===== src/rtl/writeback_queue_9b.sv =====
// Write-back queue feeding the 9-bit register bank: FIFO of {addr,data} requests
// retired one per cycle into a registered one-hot strobe. Optional forwarding: WBQ_FWD_EN.
module writeback_queue_9b #(
    parameter int DEPTH = 4,
    parameter int NREGS = 8,
    parameter int AW    = 3,
    parameter int DW    = 9
) (
    input  logic             clk,
    input  logic             rst,
    input  logic             in_valid,
    output logic             in_ready,
    input  logic [AW-1:0]    in_addr,
    input  logic [DW-1:0]    in_data,
    input  logic             hold,
    input  logic             flush,
    output logic [NREGS-1:0] chosen,
    output logic             w_en,
    output logic [DW-1:0]    w_data,
    output logic [AW:0]      count,
    output logic             err,
    input  logic [AW-1:0]    fwd_addr,
    output logic             fwd_hit,
    output logic [DW-1:0]    fwd_data
);

    localparam int PW = $clog2(DEPTH);
    localparam logic [AW:0] NREGS_LIM = (AW+1)'(NREGS);
    localparam logic [PW:0] PTR_ONE   = (PW+1)'(1);

    // Pointers carry one extra wrap bit so full and empty are distinguishable.
    logic [PW:0]   wr_ptr;
    logic [PW:0]   rd_ptr;
    logic [PW:0]   occ;
    logic [AW-1:0] mem_addr [DEPTH];
    logic [DW-1:0] mem_data [DEPTH];

    logic             empty;
    logic             full;
    logic             addr_ok;
    logic             take;
    logic             push;
    logic             pop;
    logic [AW-1:0]    head_addr;
    logic [DW-1:0]    head_data;
    logic [NREGS-1:0] head_onehot;

    assign occ   = wr_ptr - rd_ptr;
    assign empty = (wr_ptr == rd_ptr);
    assign full  = (wr_ptr[PW-1:0] == rd_ptr[PW-1:0]) && (wr_ptr[PW] != rd_ptr[PW]);
    assign count = (AW+1)'(occ);

    // Handshake: a request transfers on any rising edge where in_valid && in_ready.
    // in_ready depends only on fullness, never on in_valid. A transferred request with
    // an out-of-range address is dropped and raises err; flush discards any transfer.
    assign in_ready = !full;
    assign addr_ok  = ({1'b0, in_addr} < NREGS_LIM);
    assign take     = in_valid && in_ready;
    assign push     = take && addr_ok && !flush;
    assign pop      = !empty && !hold && !flush;

    assign head_addr = mem_addr[rd_ptr[PW-1:0]];
    assign head_data = mem_data[rd_ptr[PW-1:0]];

    always_comb begin
        head_onehot = '0;
        for (int i = 0; i < NREGS; i++) begin
            head_onehot[i] = (head_addr == AW'(i));
        end
    end

    always_ff @(posedge clk or negedge rst) begin
        if (!rst) begin
            wr_ptr <= '0;
            rd_ptr <= '0;
        end else if (flush) begin
            wr_ptr <= '0;
            rd_ptr <= '0;
        end else begin
            if (push) wr_ptr <= wr_ptr + PTR_ONE;
            if (pop)  rd_ptr <= rd_ptr + PTR_ONE;
        end
    end

    // Storage needs no reset; only slots between the pointers are ever read.
    always_ff @(posedge clk) begin
        if (push) begin
            mem_addr[wr_ptr[PW-1:0]] <= in_addr;
            mem_data[wr_ptr[PW-1:0]] <= in_data;
        end
    end

    always_ff @(posedge clk or negedge rst) begin
        if (!rst) begin
            chosen <= '0;
            w_en   <= 1'b0;
            w_data <= '0;
        end else if (pop) begin
            chosen <= head_onehot;
            w_en   <= 1'b1;
            w_data <= head_data;
        end else begin
            chosen <= '0;
            w_en   <= 1'b0;
        end
    end

    always_ff @(posedge clk or negedge rst) begin
        if (!rst) begin
            err <= 1'b0;
        end else if (take && !addr_ok) begin
            err <= 1'b1;
        end
    end

`ifdef WBQ_FWD_EN
    logic          fwd_hit_c;
    logic [DW-1:0] fwd_data_c;
    logic [PW-1:0] fwd_idx;

    // Scan oldest to newest so the newest match overwrites older ones; the output
    // stage is older than every FIFO entry.
    always_comb begin
        fwd_hit_c  = 1'b0;
        fwd_data_c = '0;
        fwd_idx    = '0;
        for (int i = 0; i < NREGS; i++) begin
            if (w_en && chosen[i] && (fwd_addr == AW'(i))) begin
                fwd_hit_c  = 1'b1;
                fwd_data_c = w_data;
            end
        end
        for (int k = 0; k < DEPTH; k++) begin
            fwd_idx = rd_ptr[PW-1:0] + PW'(k);
            if (((PW+1)'(k) < occ) && (mem_addr[fwd_idx] == fwd_addr)) begin
                fwd_hit_c  = 1'b1;
                fwd_data_c = mem_data[fwd_idx];
            end
        end
    end

    assign fwd_hit  = fwd_hit_c;
    assign fwd_data = fwd_data_c;
`else
    logic unused_fwd_addr;
    assign unused_fwd_addr = ^fwd_addr;
    assign fwd_hit  = 1'b0;
    assign fwd_data = '0;
`endif

endmodule


===== config.mk =====
export PLATFORM = sky130hd
export DESIGN_NAME = writeback_queue_9b
export DESIGN_NICKNAME = d
export VERILOG_FILES = /design/src/rtl/writeback_queue_9b.sv
export SDC_FILE = /design/constraint.sdc
export NUM_CORES = 1
export LEC_CHECK = 0
export ABC_AREA = 1
export CORE_MARGIN = 5
export CORE_UTILIZATION = 41
export CTS_BUF_LIST = sky130_fd_sc_hd__clkbuf_16
export CTS_CLUSTER_SIZE = 30
export DETAILED_ROUTE_END_ITERATION = 7
export GPL_TIMING_DRIVEN = 0
export SLEW_MARGIN = 20
export SYNTH_ARGS = -nofsm -noshare
export SYNTH_HDL_FRONTEND = slang
export SYNTH_SLANG_ARGS = --single-unit
export TNS_END_PERCENT = 20

===== constraint.sdc =====
create_clock -name clk -period 7.57 [get_ports clk]
set_clock_uncertainty 0.1 [all_clocks]
set_input_delay 1.514 -clock clk [delete_from_list [all_inputs] [get_ports clk]]
set_output_delay 1.514 -clock clk [all_outputs]
set_load 0.01 [all_outputs]

# Word-level counts from Yosys, hierarchy flattened
# Memory sizes are Yosys's and may differ from the RTL's. A register that Yosys moved wholly into a read port is not among the register bits.
# Index checks and enable logic that the tools add are counted.
# word_totals
ram_bits	48
ff_bits	15
out_inout_bits	34
inputBits	20
n_memories	2
# memory_table
memory	depth	width	read_ports	rd_clocked_by_memory_dff	wr	line	text
mem_data	4	9	1	1	1	36	logic [DW-1:0] mem_data [DEPTH];
mem_addr	4	3	1	0	1	35	logic [AW-1:0] mem_addr [DEPTH];
# classes
mux	8
n_reduce_logical	13
eq_ne	10
add_sub_neg	3
# op_table
cell	count
== test 3 bit (second input constant)	4
2-to-1 mux 3 bit	4
2-to-1 mux 8 bit	1
adder 3 x 1 -> 3 bit (second input constant)	2
== test 3 x 2 -> 1 bit (second input constant)	2
logical AND 1 bit	5
zero test 1 bit	5
nonzero test 2 bit	2
== test 3 x 1 -> 1 bit (second input constant)	1
== test 3 bit	1
zero test 3 bit	1
2-to-1 mux 1 bit	3
subtractor 3 bit	1
== test 2 bit	1
!= test 1 bit	1

# Logic depth before layout (Yosys ltp)
# Gate-level depths: netlist (run 1).
# logic_depth
ltp_word	7
depth_mapped	11

# Worst setup path after synthesis (run 1)
# OpenSTA, ideal clock, no wires.
# synth_path
path_type	flip-flop to output port
from	register rd_ptr[1]
to	output port in_ready
setup_slack_ns	4.470
path_buffers	2
t_arrival_ns	1.486
stages_incl_launch_ff	8
cell_sequence	dfrtp_1 -> buf_2 -> inv_1 -> buf_4 -> ha_1 -> nand2_1 -> inv_1 -> nand3_1
# synth_between
elab_chain_len	3
# synth_lines
item	line	text
start: declaration	33	logic [PW:0] rd_ptr;
start signal: assignment	81	if (pop) rd_ptr <= rd_ptr + PTR_ONE;
== test 2 bit	50	assign full = (wr_ptr[PW-1:0] == rd_ptr[PW-1:0]) && (wr_ptr[PW] != rd_ptr[PW]);
logical AND 1 bit	50	
zero test 1 bit	56	assign in_ready = !full;
end: declaration	12	output logic in_ready,
# Every way passes these cells.

# Worst setup path after layout (run 1)
# Ends and elaborated chain as after synthesis.

==> results.ini, run 1 <==
[global_routing]
grtUsageTotal=0.144
antenna_found_initial=0
met1_usage=0.192
met3_usage=0.0320
grt_start_max_net_pins=25
grt.busiest_layer=met2
grt-ovfl-total=0
met2_usage=0.224
grt_pass1_vias=2205
grt_pass1_wl_um=10900

[finish]
final_cell_mix=nand2_1, inv_1, nand3_1
insertedDiodeCount=0
fillCellCount=739
multi_input_area_um2=978
area_growth_pct=26.0
nNetsFinal=428
ff_latch_area_um2=2040
drive_above_1_share=0.116
final_common_cell=nand2_1

[setup_path]
worstPathCellList=buf_2 -> inv_1 -> buf_4 -> ha_1 -> nand2_1 -> inv_1 -> nand3_1 -> clkdlybuf4s50_1
r2r_slack_ns=4.59
cp.required_ns=5.96
start_kind=flip-flop
crit_path_max_incr_delay_ns=0.54
cp.arrival_ns=2.57
criticalPathCategory=flip-flop to output port
end_kind=output port
crit_top_cell=inv_1
cp_slowest_cell=clkdlybuf4s50_1
cp_max_fo=10

[clocking]
cts_tree=built
cts.sinks=72
root_buffer=clkbuf_16
post_cts_resized=0
cts_made_buffers=9
clk_pin_slew_ns=0.05
clockBufferDepth=2
htree_levels=3
cts_setup_buffers=0
ctsHoldBuffers=0
clk_latency_ns=0.32

[synth]
synthCells=340
yosysUniqueCellTypes=22
syn_area_um2=3340
ys_ff_latch=72
ys.warnings.count=0
syn_avg_cell_area_um2=9.83
synth.yosys.seq_area_share=0.611

[place]
dpl.hpwl_um=4410
io_buffers=38
gp_congestion=0.800

[floorplan]
ios=54
dieArea_um2=10100
die_h_um=100
initial_core_util=0.413
rows=33
coreArea_um2=8090
die_w_um=100

[routing]
first_iter_violations=104
wire_per_inst_um=13.2
wl_um=6730
vias=2318
dr.pass1.iters=4
drc=0
ant_nets=0
via_per_inst=4.55

[sta]
final_max_slew_viol_count=0
fmax_mhz=239
tightest_slew_ns=0.757
layout_min_cycle_time_ns=4.18
hold_viol=0
period_share=0.552
setup_tns_ns=0
slew_headroom=0.495
setup_viol=0
rsz0062_at_grt=no

[pwr]
finalPower_w=0.00115
ir_drop_v=0.000155
power.leakage_nw=1.99
power_density_nw_per_um2=274

[outcome]
status=finished clean

[worst_hold_path]
hold_class=flip-flop to flip-flop

[run]
maxCapViolCount=0

area by class of cell:
class | instances | area share
buffer | 23 | 0.0380
clock buffer | 9 | 0.0535
multi-input combinational | 200 | 0.232
timing repair buffer | 38 | 0.0891
tap | 105 | 0.0312
clock inverter | 7 | 0.0205
inverter | 56 | 0.0505
sequential | 72 | 0.485
sequential cells by signal, summed over array words and instances, names as in the netlist:
register / count
w_en: 1
rd_ptr: 3
chosen: 8
mem_data: 36
wr_ptr: 3
w_data: 9
mem_addr: 12
path summary, 6_finish.rpt:
check | startpoint | endpoint | cells after the start
max in group asynchronous | rst | rd_ptr[0] | 1
min in group asynchronous | rst | wr_ptr[2] | 1
hold / removal | w_data[2] | w_data[2] | 2
setup reg to reg | rd_ptr[1] | mem_data[3][7] | 9
hold reg to reg | w_data[2] | w_data[2] | 2
setup / recovery | rd_ptr[1] | in_ready | 8
routing by layer:
layer / share of wire / wire [µm] / up-vias
li1: - / - / 1181
met1: 0.45 / 3020 / 1055
met2: 0.47 / 3130 / 71
met3: 0.068 / 461 / 11
met4: 0.017 / 116 / 0
met5: 0 / 0 / -
critical path: cells and delay by family, from the launching register on:
kind / cells / cell delay, ns
buffers and inverters: 5 / 1.28
DFF: 1 / 0.40
adders and majority gates: 1 / 0.28
and+or+nand+nor: 2 / 0.27
cells by family (layout without fill, tap and decap cells):
family                     count (synthesis)  in the layout  share of synthesized area
adders and majority gates                  8              8                     0.0322
other                                      1             12                    0.00112
DFF                                       72             72                      0.611
and+or+nand+nor                          176            176                      0.231
AOI/OAI and AO/OA                          1              1                    0.00487
buffers and inverters                     79            133                      0.112
xor gates and xnor gates                   3              3                    0.00786
cell usage after synthesis:
library cell,instances,area (µm²)
nor2_2,1,6.26
nand3_1,51,255
nand2_2,1,6.26
dfrtp_1,24,601
nand2_1,103,387
nand2_4,2,22.5
buf_4,14,105
ha_1,7,87.6
buf_2,5,25.0
nand4_1,6,37.5
buf_6,2,22.5
clkbuf_1,2,7.51
inv_1,55,206
xnor2_1,1,8.76
nor2_1,11,41.3
nand3_4,1,17.5
conb_1,1,3.75
xor2_1,2,17.5
a21oi_4,1,16.3
fa_1,1,20.0
inv_4,1,6.26
edfxtp_1,48,1440
where the power goes:
part           leakage, nW  switching (W)  internal (W)
combinational         1.08       0.000136      0.000109
sequential           0.754      0.0000176      0.000455
clock                0.158       0.000152      0.000286
metrics by stage:
stage	hold slack, ns	cell area [µm²]	worst slack, ns	utilization	cells
6_report	0.378	4210	3.39	0.520	510
5_1_grt	0.406	4210	3.20	0.520	510
3_3_place_gp	0.365	3890	3.72	0.481	494
2_1_floorplan	0.413	3380	4.47	-	351
4_1_cts	0.387	4210	3.36	0.520	510
3_5_place_dp	0.365	3900	3.71	0.482	494
Power figures use the tool's default switching activity.
==> inputs of run 2 (changes only) <==
--- a/config.mk
+++ b/config.mk
@@ -12,6 +12,7 @@
 export CTS_CLUSTER_SIZE = 30
 export DETAILED_ROUTE_END_ITERATION = 7
 export GPL_TIMING_DRIVEN = 0
+export PLACE_DENSITY = 0.66
 export SLEW_MARGIN = 20
 export SYNTH_ARGS = -nofsm -noshare
 export SYNTH_HDL_FRONTEND = slang
==> constraint.sdc (replaced) <==
create_clock -name clk -period 3.35 [get_ports clk]
set_clock_uncertainty 0.1 [all_clocks]
set_input_delay 0.67 -clock clk [delete_from_list [all_inputs] [get_ports clk]]
set_output_delay 0.67 -clock clk [all_outputs]
set_load 0.01 [all_outputs]
==> results.ini, run 2 (synthesized netlist as in run 1, its figures left out) <==
[outcome]
status=finished clean  ; unchanged

[setup_path]
start_kind=flip-flop  ; unchanged
r2r_slack_ns=0.48  ; was 4.59 ns
cp.required_ns=2.58  ; was 5.96 ns
crit_family=buffers and inverters  ; unchanged
cp.arrival_ns=2.43  ; was 2.57 ns
criticalPathCategory=flip-flop to output port  ; unchanged
worstPathCellList=buf_2 -> inv_1 -> buf_4 -> ha_1 -> nand2_1 -> inv_2 -> nand3_2 -> clkdlybuf4s50_1  ; was buf_2 -> inv_1 -> buf_4 -> ha_1 -> nand2_1 -> inv_1 -> nand3_1 -> clkdlybuf4s50_1
end_kind=output port  ; unchanged
cp_slowest_cell=clkdlybuf4s50_1  ; unchanged
cp_num_buf_inv=5  ; unchanged
cp_max_fo=10  ; unchanged
crit_path_max_incr_delay_ns=0.56  ; was 0.54 ns

[routing]
dr.pass1.iters=4  ; unchanged
drc=0  ; unchanged
first_iter_violations=129  ; was 104
wire_per_inst_um=13.5  ; was 13.2 µm
vias=2295  ; was 2,318
ant_nets=0  ; unchanged
wl_um=6870  ; was 6730 µm
via_per_inst=4.50  ; was 4.55

[sta]
rsz0062_at_grt=no  ; unchanged
hold_viol=0  ; unchanged
layout_min_cycle_time_ns=3.20
slew_headroom=0.494  ; was 0.495
setup_viol=0  ; unchanged
fmax_mhz=313
final_max_slew_viol_count=0  ; unchanged
setup_tns_ns=0  ; unchanged
finalWorstSetupSlack_ns=0.154  ; was 3.39 ns
tightest_slew_ns=0.758  ; was 0.757 ns
period_share=0.954

[run]
maxCapViolCount=0  ; unchanged

[clocking]
htree_levels=3  ; unchanged
cts_setup_buffers=0  ; unchanged
clockBufferDepth=2  ; unchanged
cts_made_buffers=9  ; unchanged
ctsHoldBuffers=0  ; unchanged
cts_tree=built  ; unchanged
clk_pin_slew_ns=0.06  ; was 0.05 ns
cts.sinks=72  ; unchanged
root_buffer=clkbuf_16  ; unchanged
clk_latency_ns=0.33  ; was 0.32 ns

[floorplan]
coreArea_um2=8090  ; unchanged
initial_core_util=0.413  ; unchanged
ios=54  ; unchanged
rows=33  ; unchanged
die_h_um=100  ; unchanged
die_w_um=100  ; unchanged
dieArea_um2=10100  ; unchanged

[pwr]
ir_drop_v=0.000345  ; was 0.000155 V
finalPower_w=0.00266  ; was 0.00115 W
power.leakage_nw=2.00  ; was 1.99 nW
power_density_nw_per_um2=626  ; was 274 nW/µm²

[finish]
fillCellCount=711  ; was 739
post-route-util=0.525  ; was 0.520
nNetsFinal=428  ; unchanged
largest_reg_flops=36  ; unchanged
insertedDiodeCount=0  ; unchanged
final_cell_mix=nand2_1, inv_1, nand3_1  ; unchanged
area_growth_pct=27.1  ; was 26.0%
drive_above_1_share=0.123  ; was 0.116
fin_area_um2=4250  ; was 4210 µm²
final_common_cell=nand2_1  ; unchanged

[global_routing]
grt_pass1_wl_um=11400  ; was 10,900 µm
grt_start_max_net_pins=25  ; unchanged
antenna_found_initial=0  ; unchanged
grtUsageTotal=0.149  ; was 0.144
grt-ovfl-total=0  ; unchanged
grt_pass1_vias=2305  ; was 2,205

[place]
io_buffers=38  ; unchanged
gp_congestion=0.764  ; was 0.800
place_ws_ns=0.281  ; was 3.71 ns
dpl.hpwl_um=4500  ; was 4410 µm
detailed_place.area_um2=3900  ; unchanged

[worst_hold_path]
hold_class=input pin to asynchronous set/reset pin  ; was flip-flop to flip-flop

-- run 2: cell count changes in the layout (fill, tap and decap cells not counted) --
| cell | change |
|---|---|
| clkbuf_16 | +4 |
| bufinv_16 | -2 |
| clkinv_2 | -2 |
| inv_2 | +2 |
| clkinv_1 | -1 |
| clkinv_4 | +1 |
| inv_1 | -1 |
| inv_6 | -1 |
| nand3_1 | -1 |
| nand3_2 | +1 |
-- run 2: final timing paths --
| path | from | endpoint | cells past startpoint |
|---|---|---|---|
| worst max-delay path | rd_ptr[1] | in_ready | 8 |
| worst min-delay path | rst | w_data[8] | 1 |
| worst max register to register | rd_ptr[1] | mem_data[2][4] | 9 |
| worst min register to register | w_data[6] | w_data[6] | 2 |
| max in group asynchronous | rst | w_data[1] | 1 |
| min in group clk | w_data[6] | w_data[6] | 2 |
-- run 2: what timing repair did --
| action | 4_1_cts | 5_1_grt |
|---|---|---|
| pin swaps | 0 | 0 |
| gates cloned | 0 | 0 |
| endpoints found under the setup margin | 1 | 1 |
| gates resized for setup | 1 | 1 |
-- run 2: cell type report --
cell class / count / area [µm²] / area share
clock buffers: 13 / 325 / 0.0766
repair buffers: 38 / 375 / 0.0884
well taps: 105 / 131 / 0.0309
multi-input cells: 200 / 983 / 0.232
inverters: 56 / 213 / 0.0501
clock inverters: 3 / 16.3 / 0.00383
flip-flops and latches: 72 / 2040 / 0.481
plain buffers: 23 / 160 / 0.0377
-- run 2: through the flow --
stage | hold WS, ns | cells
finish | 0.238 | 510
global route | 0.293 | 510
CTS | 0.249 | 510
detailed placement | 0.366 | 494
global placement | 0.366 | 494
floorplan | 0.274 | 351
-- run 2: metal layers --
| metal | GRT usage | wire length, µm | vias up | share of wire |
|---|---|---|---|---|
| li1 | - | - | 1179 | - |
| met1 | 0.196 | 3170 | 1051 | 0.46 |
| met2 | 0.230 | 3240 | 61 | 0.47 |
| met3 | 0.0514 | 422 | 4 | 0.061 |
| met4 | 0.0508 | 38 | 0 | 0.0055 |
| met5 | 0 | 0 | - | 0 |
-- run 2: report_power, final --
part,switching (W),internal [W]
clock network,0.000356,0.000678
registers,0.0000395,0.00103
logic,0.000308,0.000247
==> RTL change 1: new RTL, flow settings as in run 2 <==
`AW`: 3 -> 5.
--- a/src/rtl/writeback_queue_9b.sv
+++ b/src/rtl/writeback_queue_9b.sv
@@ -5,3 +5,3 @@
     parameter int NREGS = 8,
-    parameter int AW    = 3,
+    parameter int AW    = 5,
     parameter int DW    = 9
Interface: changed (resized count, fwd_addr and in_addr); port bits go from 54 to 60. The function was not compared with the original's and may differ.
==> RTL change 1 against run 2 <==
Sequential cell count up 9; total power down 2.3%; register-to-register slack worse by 0.02 ns; non-clock buffer count up 4; synthesized area up 4.0%; setup slack better by 0.092 ns; final area up 3.3%; wire length down 4.0%; core utilization up 0.66 points; critical endpoint unchanged; highest routed layer unchanged.
==> RTL change 1: results <==
global_routing:
  grt_pass1_vias: 2133
  grt_max_degree: 26
  grt_use_total: 0.136
  grt_pass1_wl_um: 10600
placed_design:
  place.gp.congestion: 0.738
  portBuffers: 41
  dp_hpwl_um: 4560
worst_setup_path:
  cpMaxStageDelayCell: "dfrtp_1"
  ff2ff_path_depth: 8
  cp.arrival_ns: 2.33
  cpPeakStageDelay_ns: 0.56
  rrSetupSlack_ns: 0.46
  rr_endpoint: "mem_data[2][3]"
final_layout:
  clock_buffers: 11
  bufAreaShareNonClock: 0.136
  drive_gt1_frac: 0.174
  regArea_um2: 2310
  nonClockInverterCount: 25
  n_fill_cell: 717
  multi_input_area_um2: 948
  final_nets: 400
  design.seq.count: 81
  clk_share: 0.0704
  multi_input_gates: 186
  signal_buffers: 65
cts:
  cts_buffers: 9
  post_cts_resized: 0
  htreeDepth: 3
logic_synthesis:
  async_flop_share: 0.309
  synth-xor-area-share: 0.00756
  synth_adder_area_share: 0.0310
  synth_top_cell_area_share: 0.484
  yosys-mux-area-fraction: 0
  synth_edf_count: 56
  netlist_top_cells_area: "edfxtp_1 48%, dfrtp_1 18%, nand2_1 7.3%"
  synth_compound_area_frac: 0.0515
  yosys.cell_types.count: 27
  ys_top_cells_by_count: "68 x nand2_1, 56 x edfxtp_1, 30 x nor2_1"
  synth-seq-area-share: 0.664
route:
  routed-via-count: 2227
  wire_per_inst_um: 13.8
  dr.pass1.iters: 4
  drt_iter0_drc: 145
sta:
  holdWs_ns: 0.221
  tightest_slew_ns: 0.842
power_and_ir_drop:
  p_int_uw: 1940
  clockPowerShare: 0.378
  cellLeakagePower_uw: 0.00183
  powerComb_uw: 444
status:
  outcome: "complete, no violations"
-- RTL change 1: changes by cell type in the layout (fill, tap and decap cells not counted), sizes merged, moves of 5 or more --
cell,delta
o21ai,+23
nand2,-31
inv,-31
nor2,+24
o22ai,+9
edfxtp,+8
nand4,-5
nand3,-35
-- RTL change 1: metrics by stage --
step	setup TNS [ns]	cell area, um^2	std cells	power [uW]	setup slack (ns)
CTS	0	4390	478	2610	0.253
global placement	-0.788	4060	461	1630	-0.0539
detailed placement	0	4080	462	1640	0.325
finish	0	4390	478	2600	0.246
global route	0	4390	478	2720	0.152
floorplan	0	3520	315	1420	0.837
-- RTL change 1: per-layer routing --
| metal | vias up | GRT usage | part of all wire |
|---|---|---|---|
| met5 | - | 0 | 0 |
| met4 | 0 | 0.0636 | 0.021 |
| li1 | 1111 | - | - |
| met2 | 62 | 0.213 | 0.47 |
| met3 | 10 | 0.0273 | 0.068 |
| met1 | 1044 | 0.183 | 0.44 |
==> RTL change 2: new RTL, flow settings as in run 2 <==
Made on the original files. Make the reset (`rst`) synchronous in 3 clocked blocks.
--- a/src/rtl/writeback_queue_9b.sv
+++ b/src/rtl/writeback_queue_9b.sv
@@ -71,3 +71,3 @@
 
-    always_ff @(posedge clk or negedge rst) begin
+    always_ff @(posedge clk) begin
         if (!rst) begin
@@ -92,3 +92,3 @@
 
-    always_ff @(posedge clk or negedge rst) begin
+    always_ff @(posedge clk) begin
         if (!rst) begin
@@ -107,3 +107,3 @@
 
-    always_ff @(posedge clk or negedge rst) begin
+    always_ff @(posedge clk) begin
         if (!rst) begin
Function: differs if rst is asserted again (counterexample within 4 cycles, from zero or initial values and one cycle with rst low); with rst held inactive, the same outputs for 10 cycles.
==> RTL change 2 against run 2 <==
Count of clock-buffer cells in the layout down 4; via count down 0.92%; sequential cell count up 2; setup slack better by 0.21 ns; wire length down 6.8%; final area shrank 3.9%; global-route usage fell by 1.1 points; sequential share of layout area barely moved; synthesized area is 3.5% lower; critical endpoint is now count[2].
Power is not compared: it rests on default switching activity, and its combinational part moved more than twofold at a synthesized area within 25%.
==> RTL change 2: results <==
worst_hold_path:
  worstHoldStart: "w_data[3]"
  hold_path.class: "register to register"
global_routing:
  use_met2: 0.238
  grt_pass1_wl_um: 10300
  grt_max_degree: 14
  met1_usage: 0.157
  grt_use_total: 0.138
  grt_pass1_vias: 2217
placed_design:
  dp_hpwl_um: 4330
  dp_slack_ns: 0.680
  place.gp.congestion: 0.845
sta:
  tightest_slew_ns: 0.792
  holdWs_ns: 0.415
route:
  wire_per_inst_um: 12.5
  wl_met3_um: 351
  met2_length_um: 3230
  routed-via-count: 2274
  wl_met1_um: 2750
  drt_iter0_drc: 58
cts:
  post_cts_resized: 0
final_layout:
  drive_gt1_frac: 0.118
  final_nets: 431
worst_setup_path:
  ff2ff_path_depth: 8
  reg2reg_from: "rd_ptr[1]"
  cp.arrival_ns: 2.21
  rr_endpoint: "mem_data[3][8]"
  cp_max_fo: 9
  rrSetupSlack_ns: 0.76
logic_synthesis:
  netlist_instances: 343
  synth-seq-area-share: 0.608
  netlist_top_cells_area: "edfxtp_1 45%, dfxtp_1 16%, nand2_1 11%"
  async_flop_share: 0
  ys_top_cells_by_count: "92 x nand2_1, 61 x nor2_1, 48 x edfxtp_1"
status:
  outcome: "complete, no violations"
RTL change 2: cell count changes in the layout (fill, tap and decap cells not counted), moves of 4 or more:
cell       before  now
dfxtp_1         0   26
o211ai_1        0    9
nand2_1       103   92
inv_1          55   47
nor2_1          7   57
nand3_1        50   15
nand4_1         6    0
dfrtp_1        24    0
clkbuf_16      13    9
RTL change 2: cell type report:
| type | instances | area (um^2) |
|---|---|---|
| multi-input combinational | 212 | 990 |
| clock inverter | 7 | 68.8 |
| sequential | 74 | 1960 |
| clock buffer | 9 | 225 |
| tap | 102 | 128 |
| buffer | 21 | 149 |
| inverter | 47 | 176 |
| timing repair buffer | 38 | 380 |
| fill | 693 | 3610 |
RTL change 2: report_power, final:
part / switching (uW) / total, uW / internal (uW)
Combinational: 71.0 / 128 / 56.9
Sequential: 6.12 / 993 / 987
Clock: 359 / 933 / 574
Total: 436 / 2050 / 1620
RTL change 2: cells by family after synthesis:
logic type | after synthesis | synth area share
buffers and inverters | 68 | 0.101
AOI/OAI and AO/OA | 13 | 0.0271
other | 1 | 0.00116
and+or+nand+nor | 178 | 0.227
DFF | 74 | 0.608
xor gates and xnor gates | 1 | 0.00272
adders and majority gates | 8 | 0.0334
RTL change 2: how the worst max path moves through the flow:
stage	cells after the start	end	slack [ns]	from
detailed placement	4	mem_data[1][6]	0.68	flush
CTS	5	count[2]	0.32	rd_ptr[1]
floorplan	8	mem_addr[0][0]	1.01	rd_ptr[1]
global placement	4	mem_data[3][6]	0.31	flush
finish	5	count[2]	0.37	rd_ptr[1]
global route	7	in_ready	0.21	rd_ptr[1]
RTL change 2: critical path, stage by stage, from the launching register on:
cell             delay [ns]
dfxtp_1                0.32
buf_2                  0.22
inv_1                  0.14
fa_1                   0.43
xor2_1                 0.20
clkdlybuf4s50_1        0.57
